## src/rtl/vga_pkg.sv

```systemverilog
`default_nettype none
// ============================================================================
// Module   : vga_pkg
// Purpose  : Shared definitions for the VGA mode controller: mode codes,
//            per-mode timing constants, FSM state encoding and small helpers.
// Revision : 1.0 - initial release
// ============================================================================
package vga_pkg;

  // Mode codes, also used directly as the PLL/mux select value
  localparam logic [1:0] MODE_640     = 2'd0;
  localparam logic [1:0] MODE_800     = 2'd1;
  localparam logic [1:0] MODE_1024    = 2'd2;
  localparam logic [1:0] MODE_ILLEGAL = 2'd3;

  localparam int CNT_W = 17;

  typedef enum logic [2:0] {
    ST_RUN      = 3'd0,
    ST_DRAIN    = 3'd1,
    ST_SWITCH   = 3'd2,
    ST_LOCK     = 3'd3,
    ST_SETTLE   = 3'd4,
    ST_BLANKING = 3'd5
  } vga_state_e;

  typedef struct packed {
    logic [10:0] h_sync;
    logic [10:0] h_back;
    logic [10:0] h_active;
    logic [10:0] h_front;
    logic [10:0] v_sync;
    logic [10:0] v_back;
    logic [10:0] v_active;
    logic [10:0] v_front;
  } vga_timing_t;

  localparam vga_timing_t TIMING_640 = '{
    h_sync: 11'd96,  h_back: 11'd48,  h_active: 11'd640,  h_front: 11'd16,
    v_sync: 11'd2,   v_back: 11'd33,  v_active: 11'd480,  v_front: 11'd10
  };
  localparam vga_timing_t TIMING_800 = '{
    h_sync: 11'd128, h_back: 11'd88,  h_active: 11'd800,  h_front: 11'd40,
    v_sync: 11'd4,   v_back: 11'd23,  v_active: 11'd600,  v_front: 11'd1
  };
  localparam vga_timing_t TIMING_1024 = '{
    h_sync: 11'd136, h_back: 11'd160, h_active: 11'd1024, h_front: 11'd24,
    v_sync: 11'd6,   v_back: 11'd29,  v_active: 11'd768,  v_front: 11'd3
  };

  // Timing lookup; the illegal code never reaches the outputs (requests for
  // it are rejected), so it simply falls back to the 640x480 set.
  function automatic vga_timing_t mode_timing(input logic [1:0] mode);
    case (mode)
      MODE_800:  return TIMING_800;
      MODE_1024: return TIMING_1024;
      default:   return TIMING_640;
    endcase
  endfunction

  // Saturating increment: counters stick at all-ones rather than wrapping
  function automatic logic [CNT_W-1:0] sat_inc(input logic [CNT_W-1:0] v);
    return (&v) ? v : v + 1'b1;
  endfunction

endpackage
`default_nettype wire

```

## src/rtl/vga_mode_table.sv

```systemverilog
`default_nettype none
// ============================================================================
// Module   : vga_mode_table
// Purpose  : Combinational mode-code to display-timing lookup.
// Revision : 1.0 - initial release
// ============================================================================
module vga_mode_table
  import vga_pkg::*;
(
  input  logic [1:0]  i_mode,
  output logic [10:0] o_h_sync,
  output logic [10:0] o_h_back,
  output logic [10:0] o_h_active,
  output logic [10:0] o_h_front,
  output logic [10:0] o_v_sync,
  output logic [10:0] o_v_back,
  output logic [10:0] o_v_active,
  output logic [10:0] o_v_front
);

  vga_timing_t w_tim;

  // Pure table lookup from the shared package
  always_comb begin
    w_tim = mode_timing(i_mode);
  end

  assign o_h_sync   = w_tim.h_sync;
  assign o_h_back   = w_tim.h_back;
  assign o_h_active = w_tim.h_active;
  assign o_h_front  = w_tim.h_front;
  assign o_v_sync   = w_tim.v_sync;
  assign o_v_back   = w_tim.v_back;
  assign o_v_active = w_tim.v_active;
  assign o_v_front  = w_tim.v_front;

endmodule
`default_nettype wire

```

## src/rtl/vga_mode_ctrl.sv

```systemverilog
`default_nettype none
// ============================================================================
// Module   : vga_mode_ctrl
// Purpose  : Video mode switch sequencer. Drains the current frame, retunes
//            the pixel-clock PLL, waits for lock and settle time, then blanks
//            a number of frames before releasing the new mode.
// Options  : VGA_MODE_CTRL_TIMEOUT_EN - abandon LOCK after LOCK_TIMEOUT
//            cycles, flag err and fall back to RESET_MODE.
// Revision : 1.0 - initial release
// ============================================================================
module vga_mode_ctrl
  import vga_pkg::*;
#(
  parameter int LOCK_TIMEOUT  = 65000,
  parameter int SETTLE_CYCLES = 256,
  parameter int BLANK_FRAMES  = 2,
  parameter int RESET_MODE    = 2
) (
  input  logic        vga_clk,
  input  logic        rst_n,
  input  logic [1:0]  req_mode,
  input  logic        req_valid,
  output logic        req_ready,
  input  logic        frame_end,
  input  logic        pll_locked,
  output logic [1:0]  clk_sel,
  output logic        timing_en,
  output logic        blank,
  output logic [10:0] h_sync,
  output logic [10:0] h_back,
  output logic [10:0] h_active,
  output logic [10:0] h_front,
  output logic [10:0] v_sync,
  output logic [10:0] v_back,
  output logic [10:0] v_active,
  output logic [10:0] v_front,
  output logic [1:0]  cur_mode,
  output logic        busy,
  output logic        err
);

  localparam logic [1:0]       c_reset_mode  = 2'(RESET_MODE);
  localparam logic [CNT_W-1:0] c_switch_last = 17'd15;
  localparam logic [CNT_W-1:0] c_settle_last = CNT_W'(SETTLE_CYCLES - 1);
  localparam logic [CNT_W-1:0] c_blank_last  = CNT_W'(BLANK_FRAMES - 1);

`ifdef VGA_MODE_CTRL_TIMEOUT_EN
  localparam logic [CNT_W-1:0] c_lock_last   = CNT_W'(LOCK_TIMEOUT - 1);
`else
  logic w_unused_lock;
  assign w_unused_lock = ^CNT_W'(LOCK_TIMEOUT);
`endif

  vga_state_e       r_state;
  logic [CNT_W-1:0] r_cnt;
  logic [CNT_W-1:0] r_frm;
  logic [1:0]       r_tgt;
  logic [1:0]       r_cur;
  vga_timing_t      r_tim;
  logic             r_ten;
  logic             r_blank;
  logic             r_err;
  logic             r_busy;
  logic             r_ready;
  logic             r_sync1;
  logic             r_sync2;

  logic             w_locked;
  logic [1:0]       w_tab_mode;
  vga_timing_t      w_tab;

  assign w_locked = r_sync2;

  // Only LOCK (timeout fallback) loads the reset mode; every other load is
  // the latched request.
  assign w_tab_mode = (r_state == ST_LOCK) ? c_reset_mode : r_tgt;

  vga_mode_table u_table (
    .i_mode     (w_tab_mode),
    .o_h_sync   (w_tab.h_sync),
    .o_h_back   (w_tab.h_back),
    .o_h_active (w_tab.h_active),
    .o_h_front  (w_tab.h_front),
    .o_v_sync   (w_tab.v_sync),
    .o_v_back   (w_tab.v_back),
    .o_v_active (w_tab.v_active),
    .o_v_front  (w_tab.v_front)
  );

  // Two-flop synchroniser for the asynchronous PLL lock indication
  always_ff @(posedge vga_clk or negedge rst_n) begin
    if (!rst_n) begin
      r_sync1 <= 1'b0;
      r_sync2 <= 1'b0;
    end else begin
      r_sync1 <= pll_locked;
      r_sync2 <= r_sync1;
    end
  end

  // Mode-switch sequencer with all outputs registered
  always_ff @(posedge vga_clk or negedge rst_n) begin
    if (!rst_n) begin
      r_state <= ST_SETTLE;
      r_cnt   <= '0;
      r_frm   <= '0;
      r_tgt   <= c_reset_mode;
      r_cur   <= c_reset_mode;
      r_tim   <= mode_timing(c_reset_mode);
      r_ten   <= 1'b0;
      r_blank <= 1'b1;
      r_err   <= 1'b0;
      r_busy  <= 1'b1;
      r_ready <= 1'b0;
    end else begin
      case (r_state)
        ST_RUN: begin
          if (req_valid && r_ready) begin
            if (req_mode == MODE_ILLEGAL) begin
              r_err <= 1'b1;
            end else if (req_mode != r_cur) begin
              r_tgt   <= req_mode;
              r_state <= ST_DRAIN;
              r_ready <= 1'b0;
              r_busy  <= 1'b1;
            end
          end
        end

        // Let the visible frame finish before touching the clock
        ST_DRAIN: begin
          if (frame_end) begin
            r_state <= ST_SWITCH;
            r_cnt   <= '0;
            r_blank <= 1'b1;
            r_ten   <= 1'b0;
            r_cur   <= w_tab_mode;
            r_tim   <= w_tab;
          end
        end

        // Fixed 16-cycle window for the mux/PLL to react to the new select
        ST_SWITCH: begin
          if (r_cnt == c_switch_last) begin
            r_state <= ST_LOCK;
            r_cnt   <= '0;
          end else begin
            r_cnt <= sat_inc(r_cnt);
          end
        end

        ST_LOCK: begin
          if (w_locked) begin
            r_state <= ST_SETTLE;
            r_cnt   <= '0;
`ifdef VGA_MODE_CTRL_TIMEOUT_EN
          end else if (r_cnt == c_lock_last) begin
            // Give up on this mode; each expiry retries via SWITCH with the
            // reset mode.
            r_err   <= 1'b1;
            r_cur   <= w_tab_mode;
            r_tim   <= w_tab;
            r_state <= ST_SWITCH;
            r_cnt   <= '0;
`endif
          end else begin
            r_cnt <= sat_inc(r_cnt);
          end
        end

        // Settle time only accrues while the PLL is reported locked
        ST_SETTLE: begin
          if (!w_locked) begin
            r_cnt <= '0;
          end else if (r_cnt == c_settle_last) begin
            r_state <= ST_BLANKING;
            r_ten   <= 1'b1;
            r_cnt   <= '0;
            r_frm   <= '0;
          end else begin
            r_cnt <= sat_inc(r_cnt);
          end
        end

        // Hide the first frames of the new mode; lock loss restarts the relock
        ST_BLANKING: begin
          if (!w_locked) begin
            r_state <= ST_SWITCH;
            r_ten   <= 1'b0;
            r_cnt   <= '0;
          end else if (frame_end) begin
            if (r_frm == c_blank_last) begin
              r_state <= ST_RUN;
              r_blank <= 1'b0;
              r_busy  <= 1'b0;
              r_ready <= 1'b1;
            end else begin
              r_frm <= sat_inc(r_frm);
            end
          end
        end

        default: begin
          r_state <= ST_SETTLE;
          r_cnt   <= '0;
          r_ten   <= 1'b0;
          r_blank <= 1'b1;
          r_busy  <= 1'b1;
          r_ready <= 1'b0;
        end
      endcase
    end
  end

  assign req_ready = r_ready;
  assign clk_sel   = r_cur;
  assign cur_mode  = r_cur;
  assign timing_en = r_ten;
  assign blank     = r_blank;
  assign busy      = r_busy;
  assign err       = r_err;
  assign h_sync    = r_tim.h_sync;
  assign h_back    = r_tim.h_back;
  assign h_active  = r_tim.h_active;
  assign h_front   = r_tim.h_front;
  assign v_sync    = r_tim.v_sync;
  assign v_back    = r_tim.v_back;
  assign v_active  = r_tim.v_active;
  assign v_front   = r_tim.v_front;

endmodule
`default_nettype wire

```

## config.mk

```make
export PLATFORM = sky130hd
export DESIGN_NAME = vga_mode_ctrl
export DESIGN_NICKNAME = d
export VERILOG_FILES = /design/src/rtl/vga_pkg.sv /design/src/rtl/vga_mode_table.sv /design/src/rtl/vga_mode_ctrl.sv
export SDC_FILE = /design/constraint.sdc
export NUM_CORES = 1
export LEC_CHECK = 0
export CORE_MARGIN = 3
export CORE_UTILIZATION = 36
export CTS_BUF_LIST = sky130_fd_sc_hd__clkbuf_4
export CTS_CLUSTER_DIAMETER = 150
export DETAILED_ROUTE_END_ITERATION = 7
export GPL_TIMING_DRIVEN = 0
export SYNTH_ARGS = -nofsm -noshare
export SYNTH_HDL_FRONTEND = slang
export SYNTH_HIERARCHICAL = 1
export SYNTH_SLANG_ARGS = --single-unit
export TNS_END_PERCENT = 20
```

## constraint.sdc

```tcl
create_clock -name vga_clk -period 7 [get_ports vga_clk]
set_input_delay 0.7 -clock vga_clk [delete_from_list [all_inputs] [get_ports vga_clk]]
set_output_delay 0.7 -clock vga_clk [all_outputs]
set_load 0.05 [all_outputs]
```

==> results.toml <==
[timing]
finalHoldViolCount = 0
grt_setup_unrepaired = "no"
report.final.slew_viol_count = 0
hold-worst-slack_ns = 0.123
totalNegativeSetupSlack_ns = 0
finalSetupViolCount = 0
worst-slew-pin-transition_ns = 0.767
finClkSkew_ns = 0.0229
clock.fmax_ghz = 0.344
post-route-min-period_ns = 2.91
timing.slew.headroom = 0.484
post-route-period-util = 0.415

[clock_network]
cts_tree = "done"
cts_hold_buf = 0
ctsRootBufferMaster = "sky130_fd_sc_hd__clkbuf_4"
clk_pin_slew_worst_paths_ns = 0.14
inserted_clock_buffers = 17
cts_max_level = 4
setup_repair_bufs_after_cts = 0
clk-insertion-delay-late_ns = 0.55
clkSinkCount = 136
cts_buffer_depth = 2
post_cts.resized_instances = 0

[synthesis]
yosys_warnings = 6
syn-cell-area_um2 = 6670
edff_count_synth = 0
ys_async_sr_fraction = 1.00
most_area_consuming_cells_after_synthesis = "sky130_fd_sc_hd__dfrtp_1 (43%), sky130_fd_sc_hd__mux2_2 (15%), sky130_fd_sc_hd__buf_4 (9.6%), sky130_fd_sc_hd__dfstp_2 (8.7%), sky130_fd_sc_hd__nor2_1 (2.1%)"
netlist.area_leader.share = 0.428
synth.lib_cells_used.distinct = 58
syn-mean-instance-area_um2 = 11.4
synthesis.instances = 584
synth.yosys.seq_area_share = 0.514
synth_largest_area_cell = "sky130_fd_sc_hd__dfrtp_1"
synth-seq-cells = 136
yosys_most_used_dff = "sky130_fd_sc_hd__dfrtp_1"

[pwr]
ir_worst_vdd_mv = 0.228
powerDensity_nw_per_um2 = 497
p_leak_nw = 3.77
total_power_mw = 4.23

[final_layout]
area_delta_synth_final_pct = 27.6
n_fill_cell = 1679
layout.cells.most_common_list = "sky130_fd_sc_hd__dfrtp_1 (114), sky130_fd_sc_hd__clkdlybuf4s50_1 (100), sky130_fd_sc_hd__mux2_2 (90), sky130_fd_sc_hd__buf_4 (85), sky130_fd_sc_hd__conb_1 (54)"
leading_cell_type_in_the_layout_fill_and_taps_excluded = "sky130_fd_sc_hd__dfrtp_1"
ff_latch_area_um2 = 3430
multiInputGateArea_um2 = 2640
drive_above_1_share = 0.327
layout.nets = 772
fin_util = 0.470
insertedDiodeCount = 0

[drt]
count_of_vias_placed_by_the_detailed_router = 4705
dr.max_layer_used = "met4"
firstDrtPassIters = 4
drcViolationCount = 0
wl_per_cell_um = 13.9
via_per_inst = 4.71
dr_wl_met3_um = 902
met2WireLength_um = 6690
route.final.wire_length_um = 13900
dr.first_iter.drc_count = 234
ant_nets = 0
route.layer.met1.wl_um = 6090

[job]
drv.max_cap_violation_count = 0

[hold_path]
hp-class = "in -> async"

[setup_path]
cp-start-kind = "flip-flop"
worstPathMaxFanout = 10
cp_data_required_time_ns = 7.42
crit_path_kind = "reg -> reg"
crit_arrival_ns = 3.33
worstSetupEndpointType = "flip-flop"

[die]
design.die.area_um2 = 20200
floorplan.initialDensity = 0.369
placeableCoreArea_um2 = 18100
std_cell_rows = 49
die-height_um = 142
top_level_ports = 104
horizontal_extent_of_the_die_um = 142

[grt]
via_count_of_the_first_global_routing_pass = 4813
grt_start_max_net_pins = 73
antenna_found_initial = 0
total_global_route_track_usage = 0.143
globalRouteOverflowTotal = 0
grt_pass1_wl_um = 23300

[outcome]
status = "finished clean"

[place]
portBuffers = 101
gp_congestion = 0.848
place.detailed.hpwl_um = 10100
[flip-flops by register name, summed over array words and instances, names as in the netlist, 11 cells and up, named ones only]
signal	cells
h_active	11
h_back	11
h_front	11
h_sync	11
r_cnt	17
r_frm	17
v_active	11
v_back	11
v_front	11
v_sync	11
[worst paths after layout]
check	startpoint	endpoint	slack (ns)	cells after the start
max	r_frm[0]	r_frm[5]	4.09	9
max in group asynchronous	rst_n	clk_sel[1]	6.04	2
max reg2reg	r_frm[0]	r_frm[5]	4.09	9
min in group vga_clk	r_sync1	r_sync2	0.37	0
min	rst_n	v_sync[10]	0.12	1
min reg2reg	r_sync1	r_sync2	0.37	0
[power by group]
part           switching, mW  total (mW)  internal, mW
Clock                  0.315       0.572         0.257
Combinational           1.46        2.38         0.926
Sequential             0.174        1.28          1.10
[critical path, cell delays in order, from the launching register on]
cell and delay (ns):
sky130_fd_sc_hd__dfrtp_1 0.47, sky130_fd_sc_hd__ha_1 0.28, sky130_fd_sc_hd__nand3_1 0.24, sky130_fd_sc_hd__nor4_1 0.11, sky130_fd_sc_hd__ha_1 0.21, sky130_fd_sc_hd__nor4_2 0.71, sky130_fd_sc_hd__nor2_1 0.16, sky130_fd_sc_hd__clkbuf_1 0.26
sky130_fd_sc_hd__o21ai_0 0.23, sky130_fd_sc_hd__o21ai_0 0.11
[logic make-up (layout without fill, tap and decap cells)]
logic type | count (synthesis) | after routing | synth area share
buffers and inverters | 121 | 255 | 0.120
AOI/OAI and AO/OA | 61 | 61 | 0.0568
adders and majority gates | 8 | 8 | 0.0150
muxes | 91 | 91 | 0.153
and+or+nand+nor | 143 | 143 | 0.110
other | 2 | 54 | 0.00113
xor gates and xnor gates | 22 | 22 | 0.0289
DFF | 136 | 136 | 0.514
[routing by layer]
| metal | up-vias | GRT usage |
|---|---|---|
| met5 | - | 0 |
| met4 | 0 | 0.0444 |
| met3 | 22 | 0.0514 |
| met2 | 139 | 0.238 |
| met1 | 2292 | 0.175 |
| li1 | 2252 | - |
[layout make-up]
cell class / count / area share
Sequential cell: 136 / 0.403
Multi-Input combinational cell: 379 / 0.310
Inverter: 16 / 0.00706
Tap cell: 229 / 0.0337
Clock inverter: 15 / 0.0222
Buffer: 105 / 0.0870
Timing Repair Buffer: 102 / 0.122
Clock buffer: 17 / 0.0150
[cell usage after synthesis (all sizes together), types with 7 or more instances]
cell / count
nand4: 10
dfrtp: 114
clkbuf: 7
ha: 8
nor4: 11
inv: 16
nor2: 39
buf: 98
o21ai: 22
a21oi: 13
nand2: 27
nand3: 14
mux2: 90
dfstp: 22
nor3: 13
xnor2: 16
and3: 8
[metrics by stage]
stage | instance area, µm² | instances | setup WS [ns]
floorplan | 6870 | 636 | 4.63
global placement | 8160 | 966 | -0.160
detailed placement | 8190 | 967 | 4.03
CTS | 8510 | 999 | 4.10
global route | 8510 | 999 | 3.83
finish | 8510 | 999 | 4.09
Note: power is estimated with default switching activity, not from simulation.
